<file path="config.mk">
export PLATFORM = sky130hd
export DESIGN_NAME = pipe_hazard_ctrl
export DESIGN_NICKNAME = d
export VERILOG_FILES = /design/src/rtl/pipe_pkg.sv /design/src/rtl/pipe_hazard_detect.sv /design/src/rtl/pipe_hazard_ctrl.sv
export SDC_FILE = /design/constraint.sdc
export NUM_CORES = 1
export LEC_CHECK = 0
export BUFFER_PORTS_ARGS = -buffer_cell sky130_fd_sc_hd__buf_2
export CAP_MARGIN = 10
export CORE_AREA = 3 3 41 43
export CTS_CLUSTER_SIZE = 20
export DETAILED_ROUTE_END_ITERATION = 6
export DIE_AREA = 0 0 44 46
export PLACE_DENSITY = 0.73
export SYNTH_ARGS = -nofsm -noshare
export SYNTH_HDL_FRONTEND = slang
export SYNTH_SLANG_ARGS = --single-unit
</file>
<file path="constraint.sdc">
create_clock -name clk -period 1.7 [get_ports clk]
set_input_delay 0.34 -clock clk [delete_from_list [all_inputs] [get_ports clk]]
set_output_delay 0.34 -clock clk [all_outputs]
set_load 0.01 [all_outputs]
</file>
<file path="src/rtl/pipe_pkg.sv">
// ============================================================================
// Module  : pipe_pkg
// Purpose : Shared definitions for the 5-stage pipeline control logic.
//           Provides the hazard-controller FSM state type, the default
//           configuration values and the pipeline-register index constants.
// Ports   : none (package)
// Revision: 1.0 - initial release
// ============================================================================
`default_nettype none

package pipe_pkg;

  // Default configuration.
  localparam int REG_ADDR_W_DEF = 5;
  localparam int MC_CYCLES_DEF  = 4;

  // Index of the register that feeds each stage: PC feeds IF, IF/ID feeds
  // ID, and so on. Used to address the internal write-enable/flush vectors.
  localparam int STG_IF  = 0;
  localparam int STG_ID  = 1;
  localparam int STG_EX  = 2;
  localparam int STG_MEM = 3;
  localparam int STG_WB  = 4;
  localparam int NUM_STG = 5;

  // Hazard-controller FSM state.
  typedef enum logic [0:0] {
    RUN     = 1'b0,
    MC_BUSY = 1'b1
  } state_t;

endpackage : pipe_pkg

`default_nettype wire

</file>
<file path="src/rtl/pipe_hazard_detect.sv">
// ============================================================================
// Module  : pipe_hazard_detect
// Purpose : Purely combinational detection of load-use and data-memory
//           wait-state hazards. Shared with the forwarding unit.
// Ports   : i_id_rs1/i_id_rs2 - source registers of the ID instruction
//           i_ex_rd           - destination register of the EX instruction
//           i_ex_mem_read     - EX instruction is a load
//           i_dmem_req        - MEM stage has an outstanding access
//           i_dmem_ack        - data memory completes the access this cycle
//           o_loaduse         - ID needs the result of the load in EX
//           o_memstall        - MEM stage is waiting on data memory
// Revision: 1.0 - initial release
// ============================================================================
`default_nettype none

module pipe_hazard_detect
  import pipe_pkg::*;
#(
  parameter int REG_ADDR_W = REG_ADDR_W_DEF
) (
  input  logic [REG_ADDR_W-1:0] i_id_rs1,
  input  logic [REG_ADDR_W-1:0] i_id_rs2,
  input  logic [REG_ADDR_W-1:0] i_ex_rd,
  input  logic                  i_ex_mem_read,
  input  logic                  i_dmem_req,
  input  logic                  i_dmem_ack,
  output logic                  o_loaduse,
  output logic                  o_memstall
);

  // x0 is hard-wired to zero, so a load targeting it never creates a hazard.
  assign o_loaduse = i_ex_mem_read & (i_ex_rd != '0) &
                     ((i_ex_rd == i_id_rs1) | (i_ex_rd == i_id_rs2));

  assign o_memstall = i_dmem_req & ~i_dmem_ack;

endmodule : pipe_hazard_detect

`default_nettype wire

</file>
<file path="src/rtl/pipe_hazard_ctrl.sv">
// ============================================================================
// Module  : pipe_hazard_ctrl
// Purpose : Central stall/flush generator for the IF/ID/EX/MEM/WB pipeline.
//           Drives active-low write enables and active-high flushes of the PC
//           and every pipeline register. Resolves memory wait states,
//           multi-cycle EX ops, taken branches and load-use hazards, in that
//           priority order.
// Ports   : clk, rst                   - clock, synchronous active-high reset
//           id_rs1, id_rs2, ex_rd      - register addresses for load-use check
//           ex_mem_read                - EX instruction is a load
//           ex_branch_taken            - EX branch/jump resolved taken
//           ex_mc_start                - EX instruction is a multi-cycle op
//           dmem_req, dmem_ack         - data-memory handshake
//           nwen_*                     - active-low write enables
//           flush_*                    - bubble-insert controls
//           mc_busy                    - multi-cycle op occupies EX
//           stall_cnt, flush_cnt       - performance counters (HAZ_PERF_EN)
// Config  : define HAZ_PERF_EN to add the stall/flush performance counters.
// Revision: 1.0 - initial release
// ============================================================================
`default_nettype none

module pipe_hazard_ctrl
  import pipe_pkg::*;
#(
  parameter int MC_CYCLES  = MC_CYCLES_DEF,
  parameter int REG_ADDR_W = REG_ADDR_W_DEF,
  parameter int MC_CNT_W   = 4
) (
  input  logic                  clk,
  input  logic                  rst,
  input  logic [REG_ADDR_W-1:0] id_rs1,
  input  logic [REG_ADDR_W-1:0] id_rs2,
  input  logic [REG_ADDR_W-1:0] ex_rd,
  input  logic                  ex_mem_read,
  input  logic                  ex_branch_taken,
  input  logic                  ex_mc_start,
  input  logic                  dmem_req,
  input  logic                  dmem_ack,
  output logic                  nwen_pc,
  output logic                  nwen_ifid,
  output logic                  nwen_idex,
  output logic                  nwen_exmem,
  output logic                  nwen_memwb,
  output logic                  flush_ifid,
  output logic                  flush_idex,
  output logic                  flush_exmem,
  output logic                  flush_memwb,
  output logic                  mc_busy
`ifdef HAZ_PERF_EN
  ,
  output logic [31:0]           stall_cnt,
  output logic [31:0]           flush_cnt
`endif
);

  localparam logic [MC_CNT_W-1:0] C_CNT_LOAD = MC_CNT_W'(MC_CYCLES - 2);

  state_t                r_state;
  state_t                w_state_nxt;
  logic [MC_CNT_W-1:0]   r_cnt;
  logic [MC_CNT_W-1:0]   w_cnt_nxt;

  logic                  w_loaduse;
  logic                  w_memstall;
  logic                  w_mc_busy;
  logic                  w_mcstall;
  logic                  w_mc_last;
  logic [NUM_STG-1:0]    w_nwen;
  logic [NUM_STG-1:0]    w_flush;

  pipe_hazard_detect #(
    .REG_ADDR_W (REG_ADDR_W)
  ) u_detect (
    .i_id_rs1      (id_rs1),
    .i_id_rs2      (id_rs2),
    .i_ex_rd       (ex_rd),
    .i_ex_mem_read (ex_mem_read),
    .i_dmem_req    (dmem_req),
    .i_dmem_ack    (dmem_ack),
    .o_loaduse     (w_loaduse),
    .o_memstall    (w_memstall)
  );

  always_ff @(posedge clk) begin
    if (rst) begin
      r_state <= RUN;
      r_cnt   <= '0;
    end else begin
      r_state <= w_state_nxt;
      r_cnt   <= w_cnt_nxt;
    end
  end

  always_comb begin
    w_state_nxt = r_state;
    w_cnt_nxt   = r_cnt;
    w_nwen      = '0;
    w_flush     = '0;

    // The final EX cycle of a multi-cycle op is busy but no longer stalls:
    // the op's result moves on to MEM at the end of this cycle.
    w_mc_last = (r_state == MC_BUSY) && (r_cnt == '0);
    w_mc_busy = ~rst & ((r_state == MC_BUSY) | ((r_state == RUN) & ex_mc_start));
    w_mcstall = w_mc_busy & ~w_mc_last;

    // Next-state: a memory stall freezes the whole pipe, including EX, so
    // the FSM and counter hold for its duration.
    if (!w_memstall) begin
      case (r_state)
        RUN: begin
          if (ex_mc_start) begin
            w_state_nxt = MC_BUSY;
            w_cnt_nxt   = C_CNT_LOAD;
          end
        end
        MC_BUSY: begin
          if (r_cnt == '0) begin
            w_state_nxt = RUN;
          end else begin
            w_cnt_nxt = r_cnt - MC_CNT_W'(1);
          end
        end
        default: w_state_nxt = RUN;
      endcase
    end

    if (rst) begin
      w_flush = '1;
    end else if (w_memstall) begin
      w_nwen = '1;
    end else if (w_mcstall) begin
      w_nwen[STG_IF]   = 1'b1;
      w_nwen[STG_ID]   = 1'b1;
      w_nwen[STG_EX]   = 1'b1;
      w_flush[STG_MEM] = 1'b1;
    end else if (ex_branch_taken) begin
      // Squashing ID also discards any load-use hazard it would have raised.
      w_flush[STG_ID] = 1'b1;
      w_flush[STG_EX] = 1'b1;
    end else if (w_loaduse) begin
      w_nwen[STG_IF]  = 1'b1;
      w_nwen[STG_ID]  = 1'b1;
      w_flush[STG_EX] = 1'b1;
    end
  end

  assign nwen_pc     = w_nwen[STG_IF];
  assign nwen_ifid   = w_nwen[STG_ID];
  assign nwen_idex   = w_nwen[STG_EX];
  assign nwen_exmem  = w_nwen[STG_MEM];
  assign nwen_memwb  = w_nwen[STG_WB];
  assign flush_ifid  = w_flush[STG_ID];
  assign flush_idex  = w_flush[STG_EX];
  assign flush_exmem = w_flush[STG_MEM];
  assign flush_memwb = w_flush[STG_WB];
  assign mc_busy     = w_mc_busy;

`ifdef HAZ_PERF_EN
  logic [31:0] r_stall_cnt;
  logic [31:0] r_flush_cnt;
  logic        w_branch_flush;

  // Only flushes caused by a redirect count; reset also drives flush_ifid.
  assign w_branch_flush = ~rst & ~w_memstall & ~w_mcstall & ex_branch_taken;

  always_ff @(posedge clk) begin
    if (rst) begin
      r_stall_cnt <= '0;
      r_flush_cnt <= '0;
    end else begin
      if (w_nwen[STG_IF]) r_stall_cnt <= r_stall_cnt + 32'd1;
      if (w_branch_flush) r_flush_cnt <= r_flush_cnt + 32'd1;
    end
  end

  assign stall_cnt = r_stall_cnt;
  assign flush_cnt = r_flush_cnt;
`endif

endmodule : pipe_hazard_ctrl

`default_nettype wire
</file>
After elaboration in Yosys (flattened, before gate mapping). Cells that the tools add are included.

$add $sub $neg: 1. Equal/unequal tests: 4. Muxes and demuxes: 20. Bitwise logic cells: 13. Reductions and logical operators: 4.

Operators with widths (count): 5-bit == test (2); 2-bit two-way mux (5); 3-bit two-way mux (3); 4-bit two-way mux (2); 4-bit one-hot mux with 2 select lines (1); 1-bit two-way mux (7); 1-bit bitwise AND (6); 5-bit two-way mux (1); 1-bit inverter (5); 5-bit nonzero test (1); 4-bit logical NOT (1); 2-bit != test (second input constant) (2); 4-bit by 1-bit subtractor with 4-bit output (second input constant) (1); 3-bit AND reduction (1); 1-bit bitwise OR (2); 1-bit one-hot mux with 2 select lines (1); 1-bit logical AND (1).

Register bits after elaboration: 5. Input port bits: 22. Output and inout bits: 10. Logic and storage cells: 44.

Longest topological paths before layout. Gate-level depths: netlist (run 1).

Word-level depth: 8. Depth in mapped cells: 6. Gate-level depth less buffers: 6.

By module. A second synthesis (run 1) with hierarchy kept.

Cell total of the unflattened synthesis: 64. Area total of the unflattened synthesis: 493.0 um^2.

Modules (own cells, without submodules): pipe_hazard_ctrl (instances 1, cells each 46, area an instance 361.6 um^2, sequential area each 100.1 um^2); pipe_hazard_detect (instances 1, cells each 18, area an instance 131.4 um^2, sequential area each 0.0 um^2).

Worst setup path before layout (run 1). No wires, ideal clock.

Path type: register to output. Start point: register r_cnt[0]. End point: output port nwen_pc. Arrival: 1.483 ns. Required time: 1.360 ns. Path slack: -0.123 ns. Cell stages (with the launch flop): 7. Buffers on the path: 1. Cell sequence: dfxtp_1 > inv_1 > ha_1 > and4bb_4 > o21ba_2 > o22ai_1 > buf_4.

Longest elaborated chain between the ends: 7.

Ends and longest elaborated chain: from (decl) (line pipe_hazard_ctrl.sv:61) `logic [MC_CNT_W-1:0] r_cnt;`; from (signal assigned) (line pipe_hazard_ctrl.sv:91) `r_cnt <= w_cnt_nxt;`; 4-bit logical NOT (line pipe_hazard_ctrl.sv:103) `w_mc_last = (r_state == MC_BUSY) && (r_cnt == '0);`; 1-bit logical AND (line pipe_hazard_ctrl.sv:103); 1-bit inverter (line pipe_hazard_ctrl.sv:105) `w_mcstall = w_mc_busy & ~w_mc_last;`; 1-bit bitwise AND (line pipe_hazard_ctrl.sv:105); 2-bit two-way mux (line pipe_hazard_ctrl.sv:132) `end else if (w_mcstall) begin`; 3-bit two-way mux (line pipe_hazard_ctrl.sv:130) `end else if (w_memstall) begin`; 5-bit two-way mux (line pipe_hazard_ctrl.sv:128) `if (rst) begin`; to (decl) (line pipe_hazard_ctrl.sv:40) `output logic nwen_pc,`.

No other way between the ends.

Worst setup path in the final report (run 1).
Start point: register r_cnt[1]. End point: output port flush_idex.

Longest elaborated chain between the ends: 7.

Ends and longest elaborated chain: 4-bit logical NOT (line pipe_hazard_ctrl.sv:103); 1-bit logical AND (line pipe_hazard_ctrl.sv:103); 1-bit inverter (line pipe_hazard_ctrl.sv:105); 1-bit bitwise AND (line pipe_hazard_ctrl.sv:105); 2-bit two-way mux (line pipe_hazard_ctrl.sv:132); 3-bit two-way mux (line pipe_hazard_ctrl.sv:130); 3-bit two-way mux (line pipe_hazard_ctrl.sv:128); to (decl) (line pipe_hazard_ctrl.sv:46) `output logic flush_idex,`.

No other way between the ends.

==> results of run 1 <==
-- routing by layer --
metal | share of wire [%] | wire length [um]
met5 | 0 | 0
met4 | 2.3 | 29
met2 | 50 | 637
met1 | 39 | 496
met3 | 9.3 | 120
-- cell families after synthesis --
group / after synthesis / synth area share [%]
flip-flops: 5 / 20.6
adder cells (fa/ha/maj): 1 / 2.58
XOR/XNOR: 10 / 18.0
AND/OR/NAND/NOR: 23 / 28.6
buffers and inverters: 7 / 9.28
AO/OA/AOI/OAI: 15 / 20.9
-- repair_timing --
| action | CTS | global route |
|---|---|---|
| cloned | 0 | 0 |
| resized for setup | 8 | 2 |
| pin swaps | 1 | 1 |
| endpoints found under the setup margin | 6 | 8 |
| setup buffers | 3 | 1 |
-- per-stage QoR --
stage	area, um2	TNS (ns)	hold slack, ns
detailed placement	718	-0.468	0.491
global route	815	-1.66	0.428
global placement	718	-0.333	0.479
CTS	800	-1.21	0.403
finish	815	-1.19	0.406
floorplan	507	0	0.446
-- path summary, 6_finish.rpt --
| kind | start | end | slack [ns] | depth (start not counted) |
|---|---|---|---|---|
| worst max-delay path | r_cnt[1] | flush_idex | -0.26 | 7 |
| worst min-delay path | dmem_ack | r_state | 0.41 | 4 |
| worst min register to register | r_cnt[3] | r_cnt[3] | 0.49 | 2 |
| worst max register to register | r_cnt[1] | r_cnt[3] | 0.10 | 8 |
-- state kept, by name, indices dropped and copies added, names as in the netlist --
name / flops
r_cnt: 4
r_state: 1
-- critical path: stages (launching register included) --
cell	delay, ns
dfxtp_2	0.33
inv_2	0.04
ha_4	0.15
and4bb_4	0.20
o21ba_4	0.21
a21o_1	0.16
o21bai_4	0.16
buf_6	0.12
-- cells in the final DEF (no fill, tap or decap), types with 2 or more instances in the layout --
cell and instances:
dfxtp_2 2, clkbuf_4 3, buf_6 3, nor2_1 7, o211ai_1 2, nand3_1 2
nor2b_1 3, a21oi_1 4, buf_4 12, inv_2 2, dfxtp_1 3, nor3_1 2
xor2_1 10, nand2_1 2, buf_2 30
-- power by group through the flow --
stage,registers (mW),logic (mW),clock network (mW)
2_1_floorplan,0.135,0.117,0
3_3_place_gp,0.135,0.192,0
3_5_place_dp,0.136,0.195,0
4_1_cts,0.135,0.222,0.151
5_1_grt,0.136,0.253,0.154
6_report,0.135,0.228,0.146
-- Yosys cell counts --
cell | instances | area [um2]
a21o_1 | 1 | 7.51
a21oi_1 | 4 | 20.0
a22oi_1 | 1 | 7.51
a311oi_1 | 1 | 8.76
and4bb_4 | 1 | 16.3
buf_4 | 3 | 22.5
buf_6 | 1 | 11.3
clkbuf_1 | 1 | 3.75
dfxtp_1 | 5 | 100
ha_1 | 1 | 12.5
inv_1 | 2 | 7.51
nand2_1 | 2 | 7.51
nand2b_1 | 1 | 6.26
nand3_1 | 2 | 10.0
nand4b_1 | 1 | 8.76
nor2_1 | 7 | 26.3
nor2b_1 | 3 | 18.8
nor3_1 | 2 | 10.0
nor3_2 | 1 | 10.0
nor4_1 | 1 | 6.26
o211ai_1 | 2 | 15.0
o21ai_1 | 2 | 10.0
o21ba_2 | 1 | 10.0
o21bai_1 | 1 | 7.51
o22ai_1 | 1 | 6.26
o31a_1 | 1 | 8.76
or3_4 | 1 | 11.3
or4_1 | 1 | 7.51
xor2_1 | 10 | 87.6
-- layout make-up --
cell class,instances,area [um2]
clock buffers,4,26.3
well taps,15,18.8
flip-flops and latches,5,103
repair buffers,45,274
multi-input cells,49,385
fillers,122,519
inverters,2,7.51
==> results.ini, run 1 <==
[power]
pwr-share-clk_pct = 28.7
switchingPower_uw = 165
internal_power_uw = 344
power.share.switching_pct = 32.4
p_per_area_mw_per_mm2 = 624
total_power_uw = 509
combPwrFrac_pct = 44.8
ir_worst_vdd_v = 0.000260
power.share.sequential_pct = 26.5
leakage_nw = 0.380

[die]
ioPinCount = 32
rows = 13
core_area_mm2 = 0.00133
dieArea_mm2 = 0.00202
die_x_um = 44
die_height_um = 46
start_util_pct = 36.4

[worst_setup_path]
cp-end-kind = output pin
crit_arrival_ns = 1.62
path_class = flip-flop to output pin
critical_path_peak_fanout = 4
cp-start-kind = flip-flop
cp.required_ns = 1.36

[routing]
detail_route.wl_per_cell_um = 10.7
drt_iter0_drc = 7
drt.antenna.violating_nets = 0
drcViolationCount = 0
routed_via_density = 4.95
vias = 594
drt_wl_total_mm = 1.28
firstDrtPassIters = 4

[synthesis]
synth_seq_area_share_pct = 20.6
yosysUniqueCellTypes = 29
synth_seq_cells = 5
yosys_warnings = 0
synthCells = 61
syn-cell-area_um2 = 485
postSynthAreaPerCell_um2 = 7.96
synthesis.nets = 84

[global_route]
antenna_found_initial = 0
grt_pass1_vias = 563
grt_max_degree = 14
grt_use_total_pct = 14.9
grtUsageMet2_pct = 26.2
grt_pass1_wl_mm = 2.19
grt.busiest_layer = met2
grt-ovfl-total = 0
grt_use_met3_pct = 2.37
grtUsageMet1_pct = 16.0

[timing]
worstMarginPinSlew_ns = 0.316
finalSetupViolCount = 6
period_needed_ns = 1.96
skew_ns = 0.00290
timing.fmax_ghz = 0.509
rsz0062_at_grt = true
slew_viol_final = 0
max_slew_margin_pct = 78.8
worst_slack_ns = -0.263
period_share_pct = 115
hold_violations = 0

[final_layout]
fin_util_pct = 61.1
antennaDiodeCount = 0
drive_above_1_share_pct = 58.1
syn2layout_area_growth_pct = 67.8
nets = 129
stdcell_count = 120

[clock_tree]
path_clk_slew_ns = 0.05
cts_buffers = 3
clock-root-buffer = clkbuf_4
clock-sinks = 5
ctsHtreeMaxLevel = 1
cts_tree = yes
clockBufferDepth = 2
worstSkewPairLatency_ns = 0.25
cts_hold_buffers = 0

[hold_path]
min_path_type = input port to flip-flop

[placed_design]
port_buffers = 31
dpl.cell_count = 112
dpl.hpwl_mm = 1.03
routabilityCongestion = 0.808
pre_cts_slack_ns = -0.151

[status]
violations = setup timing
outcome = finished with violations

[job]
drv_cap = 0

Note: power is estimated with default switching activity, not from simulation.
==> inputs of run 2 (changes only) <==
Settings changed: CORE_AREA 3 3 41 43 to 4 4 42 44, DIE_AREA 0 0 44 46 to 0 0 46 48.
==> run 2 against run 1 <==
The run still ends with setup timing left. Clock skew hardly changed. Hold slack better by 0.021 ns. Sequential share of layout area increased by 0.61 points. Fmax is 0.24% higher. Highest routed layer is now met3.
==> results.ini, run 2 (synthesized netlist as in run 1, its figures left out) <==
[placed_design]
port_buffers = 31  ; unchanged
routabilityCongestion = 0.798  ; -1.2%
dpl.hpwl_mm = 1.10  ; +6.3%
dpl.cell_count = 112  ; unchanged

[power]
switchingPower_uw = 154  ; -6.5%
internal_power_uw = 335  ; -2.6%
power.share.sequential_pct = 27.6  ; +1.1 points
combPwrFrac_pct = 44.0  ; -0.8 points
power.share.switching_pct = 31.5  ; -0.89 points
pwr-share-clk_pct = 28.4  ; -0.3 points
ir_worst_vdd_v = 0.000266  ; +2.2%
p_per_area_mw_per_mm2 = 629  ; +0.76%
leakage_nw = 0.361  ; -5.1%

[clock_tree]
clock-sinks = 5  ; unchanged
cts_buffers = 3  ; unchanged
path_clk_slew_ns = 0.04  ; about the same
clockBufferDepth = 2  ; unchanged
worstSkewPairLatency_ns = 0.24  ; about the same
cts_tree = yes
cts_hold_buffers = 0  ; unchanged
ctsHtreeMaxLevel = 1  ; unchanged
clock-root-buffer = clkbuf_4

[worst_setup_path]
r2r-start = r_cnt[0]
crit_path_start = r_cnt[0]
cp-start-kind = flip-flop
cp-end-kind = output pin
r2r_setup_slack_ns = 0.07  ; -0.03 ns
crit_arrival_ns = 1.62  ; about the same
ff2ff_path_depth = 8  ; unchanged
cp.required_ns = 1.36  ; about the same
r2r-end = r_cnt[3]
critical_path_peak_fanout = 2  ; -2
path_class = flip-flop to output pin
endpoint = flush_exmem

[global_route]
grt_max_degree = 14  ; unchanged
antenna_found_initial = 0  ; unchanged
grt_pass1_wl_mm = 2.03  ; -7.3%
grt_use_total_pct = 12.5  ; -2.4 points
grt_pass1_vias = 510  ; -9.4%
grt-ovfl-total = 0  ; unchanged

[job]
drv_cap = 0  ; unchanged

[timing]
worstMarginPinSlew_ns = 0.355  ; +0.0388 ns
max_slew_margin_pct = 76.3  ; -2.5 points
rsz0062_at_grt = true
tns_ns = -1.21  ; -0.0231 ns
skew_ns = 0.00305  ; +0.000150 ns
hold_violations = 0  ; unchanged
period_share_pct = 115  ; -0.28 points
worst_slack_ns = -0.258  ; +0.00479 ns
finalSetupViolCount = 6  ; unchanged
timing.fmax_ghz = 0.511  ; +0.24%
slew_viol_final = 0  ; unchanged
period_needed_ns = 1.96  ; -0.00479 ns

[die]
dieArea_mm2 = 0.00221  ; +9.1%
ioPinCount = 32  ; unchanged
start_util_pct = 33.8  ; -2.6 points
rows = 14  ; +1
core_area_mm2 = 0.00144  ; +7.7%
die_height_um = 48  ; +4.3%
die_x_um = 46  ; +4.5%

[routing]
drcViolationCount = 0  ; unchanged
drt.antenna.violating_nets = 0  ; unchanged
detail_route.wl_per_cell_um = 10.8  ; +0.49%
routed_via_density = 5.02  ; +1.4%
vias = 587  ; -1.2%
drt_wl_total_mm = 1.26  ; -2.0%
firstDrtPassIters = 1  ; -3
drt_iter0_drc = 0  ; -7

[final_layout]
stdcell_count = 117  ; -2.5%
largest_reg_flops = 4  ; unchanged
final_common_cell = buf_2
drive_above_1_share_pct = 55.4  ; -2.6 points
largest-register = r_cnt
nets = 125  ; -3.1%
syn2layout_area_growth_pct = 60.1
reg_top3 = r_cnt (4), r_state (1)
antennaDiodeCount = 0  ; unchanged
layout_common_cells = buf_2 (30), xor2_1 (10), buf_4 (9), nor2_1 (7), a21oi_1 (4)
fin_util_pct = 54.1  ; -7.0 points

[status]
outcome = finished with violations
violations = setup timing

[hold_path]
min_path_type = input port to flip-flop

-- run 2: through the flow --
stage,power [mW],cell area [um2],hold WS [ns],setup WS (ns)
floorplan,0.252,507,0.446,0.00535
global placement,0.329,712,0.479,-0.115
detailed placement,0.335,712,0.486,-0.121
CTS,0.497,769,0.428,-0.267
global route,0.533,777,0.453,-0.332
finish,0.489,777,0.427,-0.258
-- run 2: worst max-delay path, cell delays in order, from the launching register on --
cell and delay [ns]:
dfxtp_2 0.33, inv_2 0.05, ha_4 0.15, and4bb_4 0.20, buf_4 0.13, or3_4 0.33, nand2b_1 0.07, buf_2 0.12
-- run 2: area by class of cell --
type,count,area [um2]
Clock buffer,4,26.3
Fill cell,159,659
Inverter,2,7.51
Multi-Input combinational cell,49,380
Sequential cell,5,103
Tap cell,16,20.0
Timing Repair Buffer,41,240
-- run 2: power by group through the flow --
stage | Combinational (mW) | Sequential (mW) | Clock (mW)
2_1_floorplan | 0.117 | 0.135 | 0
3_3_place_gp | 0.194 | 0.135 | 0
3_5_place_dp | 0.199 | 0.136 | 0
4_1_cts | 0.215 | 0.135 | 0.147
5_1_grt | 0.240 | 0.136 | 0.157
6_report | 0.215 | 0.135 | 0.139
-- run 2: how the worst min path moves through the flow --
stage | start | end | slack, ns | cells past startpoint
CTS | rst | r_cnt[0] | 0.43 | 2
floorplan | r_cnt[0] | r_cnt[0] | 0.45 | 2
global route | rst | r_cnt[0] | 0.45 | 2
global placement | r_cnt[3] | r_cnt[3] | 0.48 | 2
finish | rst | r_cnt[0] | 0.43 | 2
detailed placement | r_cnt[3] | r_cnt[3] | 0.49 | 2
-- run 2: routing by layer --
| metal | track usage (%) | vias to the layer above | part of all wire, % |
|---|---|---|---|
| met1 | 14.1 | 265 | 39 |
| met2 | 23.1 | 25 | 53 |
| met4 | 3.41 | 0 | 0 |
| met3 | 3.38 | 0 | 7.8 |
| met5 | 0 | - | 0 |
| li1 | - | 297 | - |
-- run 2: what timing repair did --
| item | CTS | global route |
|---|---|---|
| endpoints found under the setup margin | 6 | 8 |
| setup buffers | 1 | 0 |
| pin swaps | 0 | 1 |
| resized for setup | 6 | 2 |
==> inputs of run 3 (changes only) <==
Settings changed: CELL_PAD_IN_SITES_DETAIL_PLACEMENT set to 0, CELL_PAD_IN_SITES_GLOBAL_PLACEMENT set to 1, CORE_AREA 4 4 42 44 to 4 4 50 52, DIE_AREA 0 0 46 48 to 0 0 54 56.
==> run 3 against run 2 <==
The flow still finishes with violations (setup timing). Combinational power increased by 8%. Die area increased by 37%. Critical path depth unchanged. Worst setup slack got worse by 0.018 ns. Largest power group unchanged. Highest routed layer unchanged. Critical path type unchanged.
==> results.ini, run 3 (synthesized netlist as in run 1, its figures left out) <==
[final_layout]
drive_above_1_share_pct = 59.0  ; +3.6 points
fin_util_pct = 39.6  ; -14 points
reg_top3 = r_cnt (4), r_state (1)
syn2layout_area_growth_pct = 71.9
layout_common_cells = buf_2 (29), buf_4 (13), xor2_1 (10), nor2_1 (6), a21oi_1 (4)
nets = 129  ; +3.2%
largest_reg_flops = 4  ; unchanged
largest-register = r_cnt
stdcell_count = 133  ; +14%
antennaDiodeCount = 0  ; unchanged
final_common_cell = buf_2
stdcell_area_um2 = 835  ; +7.4%

[clock_tree]
ctsHtreeMaxLevel = 1  ; unchanged
clockBufferDepth = 2  ; unchanged
clock-sinks = 5  ; unchanged
clock-root-buffer = clkbuf_4
path_clk_slew_ns = 0.05  ; about the same
worstSkewPairLatency_ns = 0.24  ; about the same
cts_tree = yes
cts_buffers = 3  ; unchanged

[worst_setup_path]
r2r_setup_slack_ns = 0.07  ; about the same
cp-start-kind = flip-flop
critical_path_peak_fanout = 3  ; +1
crit_chain = inv_2 -> ha_4 -> and4bb_4 -> o21ba_4 -> a21o_1 -> o21bai_4 -> buf_6
cp_slowest_cell = dfxtp_2
cp.required_ns = 1.36  ; about the same
crit_arrival_ns = 1.64  ; +0.02 ns
path_class = flip-flop to output pin
cpPeakStageDelay_ns = 0.33  ; about the same
cp-end-kind = output pin

[placed_design]
placed_area_um2 = 719  ; +1.1%
dpl.cell_count = 123  ; +9.8%
routabilityCongestion = 0.717  ; -10%
pre_cts_slack_ns = -0.135  ; -0.0145 ns
port_buffers = 31  ; unchanged
dpl.hpwl_mm = 1.13  ; +2.9%

[hold_path]
min_path_type = input port to flip-flop

[power]
leakage_nw = 0.381  ; +5.8%
total_power_uw = 510  ; +4.4%
ir_worst_vdd_v = 0.000227  ; -15%
p_per_area_mw_per_mm2 = 611  ; -2.8%

[routing]
drt_iter0_drc = 4  ; +4
vias = 607  ; +3.4%
detail_route.wl_per_cell_um = 10.9  ; +0.98%
drt.antenna.violating_nets = 0  ; unchanged
drt_wl_total_mm = 1.44  ; +15%
routed_via_density = 4.56  ; -9.0%
drcViolationCount = 0  ; unchanged
firstDrtPassIters = 4  ; +3

[timing]
worst_slack_ns = -0.276  ; -0.0175 ns
worstMarginPinSlew_ns = 0.369  ; +0.0143 ns
slew_viol_final = 0  ; unchanged
skew_ns = 0.00570  ; +0.00264 ns
timing.fmax_ghz = 0.506  ; -0.89%
period_needed_ns = 1.98  ; +0.0175 ns
period_share_pct = 116  ; +1.0 points
hold_violations = 0  ; unchanged
finalSetupViolCount = 6  ; unchanged
max_slew_margin_pct = 75.4  ; -0.96 points
rsz0062_at_grt = true

[global_route]
grt-ovfl-total = 0  ; unchanged
grt_pass1_wl_mm = 2.34  ; +15%
grt_pass1_vias = 607  ; +19%
grt_use_total_pct = 10.0  ; -2.5 points
grt_max_degree = 14  ; unchanged
antenna_found_initial = 0  ; unchanged

[status]
violations = setup timing
outcome = finished with violations

[job]
drv_cap = 0  ; unchanged

[die]
core_area_mm2 = 0.00211  ; +47%
die_x_um = 54  ; +17%
dieArea_mm2 = 0.00302  ; +37%
ioPinCount = 32  ; unchanged
start_util_pct = 23.1  ; -11 points
rows = 17  ; +3
die_height_um = 56  ; +17%

==> run 3: final timing paths <==
path                  from          to  depth (start not counted)
hold reg to reg   r_cnt[3]    r_cnt[3]                          2
setup reg to reg  r_cnt[0]    r_cnt[2]                          8
hold / removal         rst     r_state                          2
setup / recovery  r_cnt[0]  flush_idex                          7
==> run 3: repair_timing <==
action                                  in CTS  in global routing
hold buffers                                 0                  0
endpoints found under the setup margin       6                  8
resized for setup                            6                  5
pin swaps                                    3                  2
buffers inserted                             4                  2
==> run 3: critical path, delay by kind of cell, from the launching register on <==
kind,cells,cell delay (ns)
AO/OA/AOI/OAI,3,0.54
AND/OR/NAND/NOR,1,0.20
buffers and inverters,2,0.18
adder cells (fa/ha/maj),1,0.15
flip-flops,1,0.33
==> run 3: routing by layer <==
layer  GRT usage, %  up-vias  part of all wire (%)
met1           9.92      272                    37
met3           2.41        0                    11
met4           3.56        0                     0
li1               -      303                     -
met5              0        -                     0
met2           19.0       32                    52
==> run 3: layout make-up <==
class                      instances  area, um2
clock buffer                       4       26.3
fill                             225       1270
inverter                           2       7.51
multi-input combinational         49        387
sequential                         5        103
tap                               28       35.0
timing repair buffer              45        277
==> run 3: power breakdown <==
| group | leakage (nW) | internal, mW | switching (mW) | total [mW] |
|---|---|---|---|---|
| sequential | 0.0417 | 0.128 | 0.00763 | 0.135 |
| clock | 0.0150 | 0.0890 | 0.0530 | 0.142 |
| combinational | 0.325 | 0.128 | 0.105 | 0.233 |
==> run 3: metrics by stage <==
step           TNS (ns)  hold WS [ns]
2_1_floorplan         0         0.446
5_1_grt           -1.77         0.467
4_1_cts           -1.48         0.434
6_report          -1.39         0.435
3_3_place_gp     -0.312         0.480
3_5_place_dp     -0.349         0.484
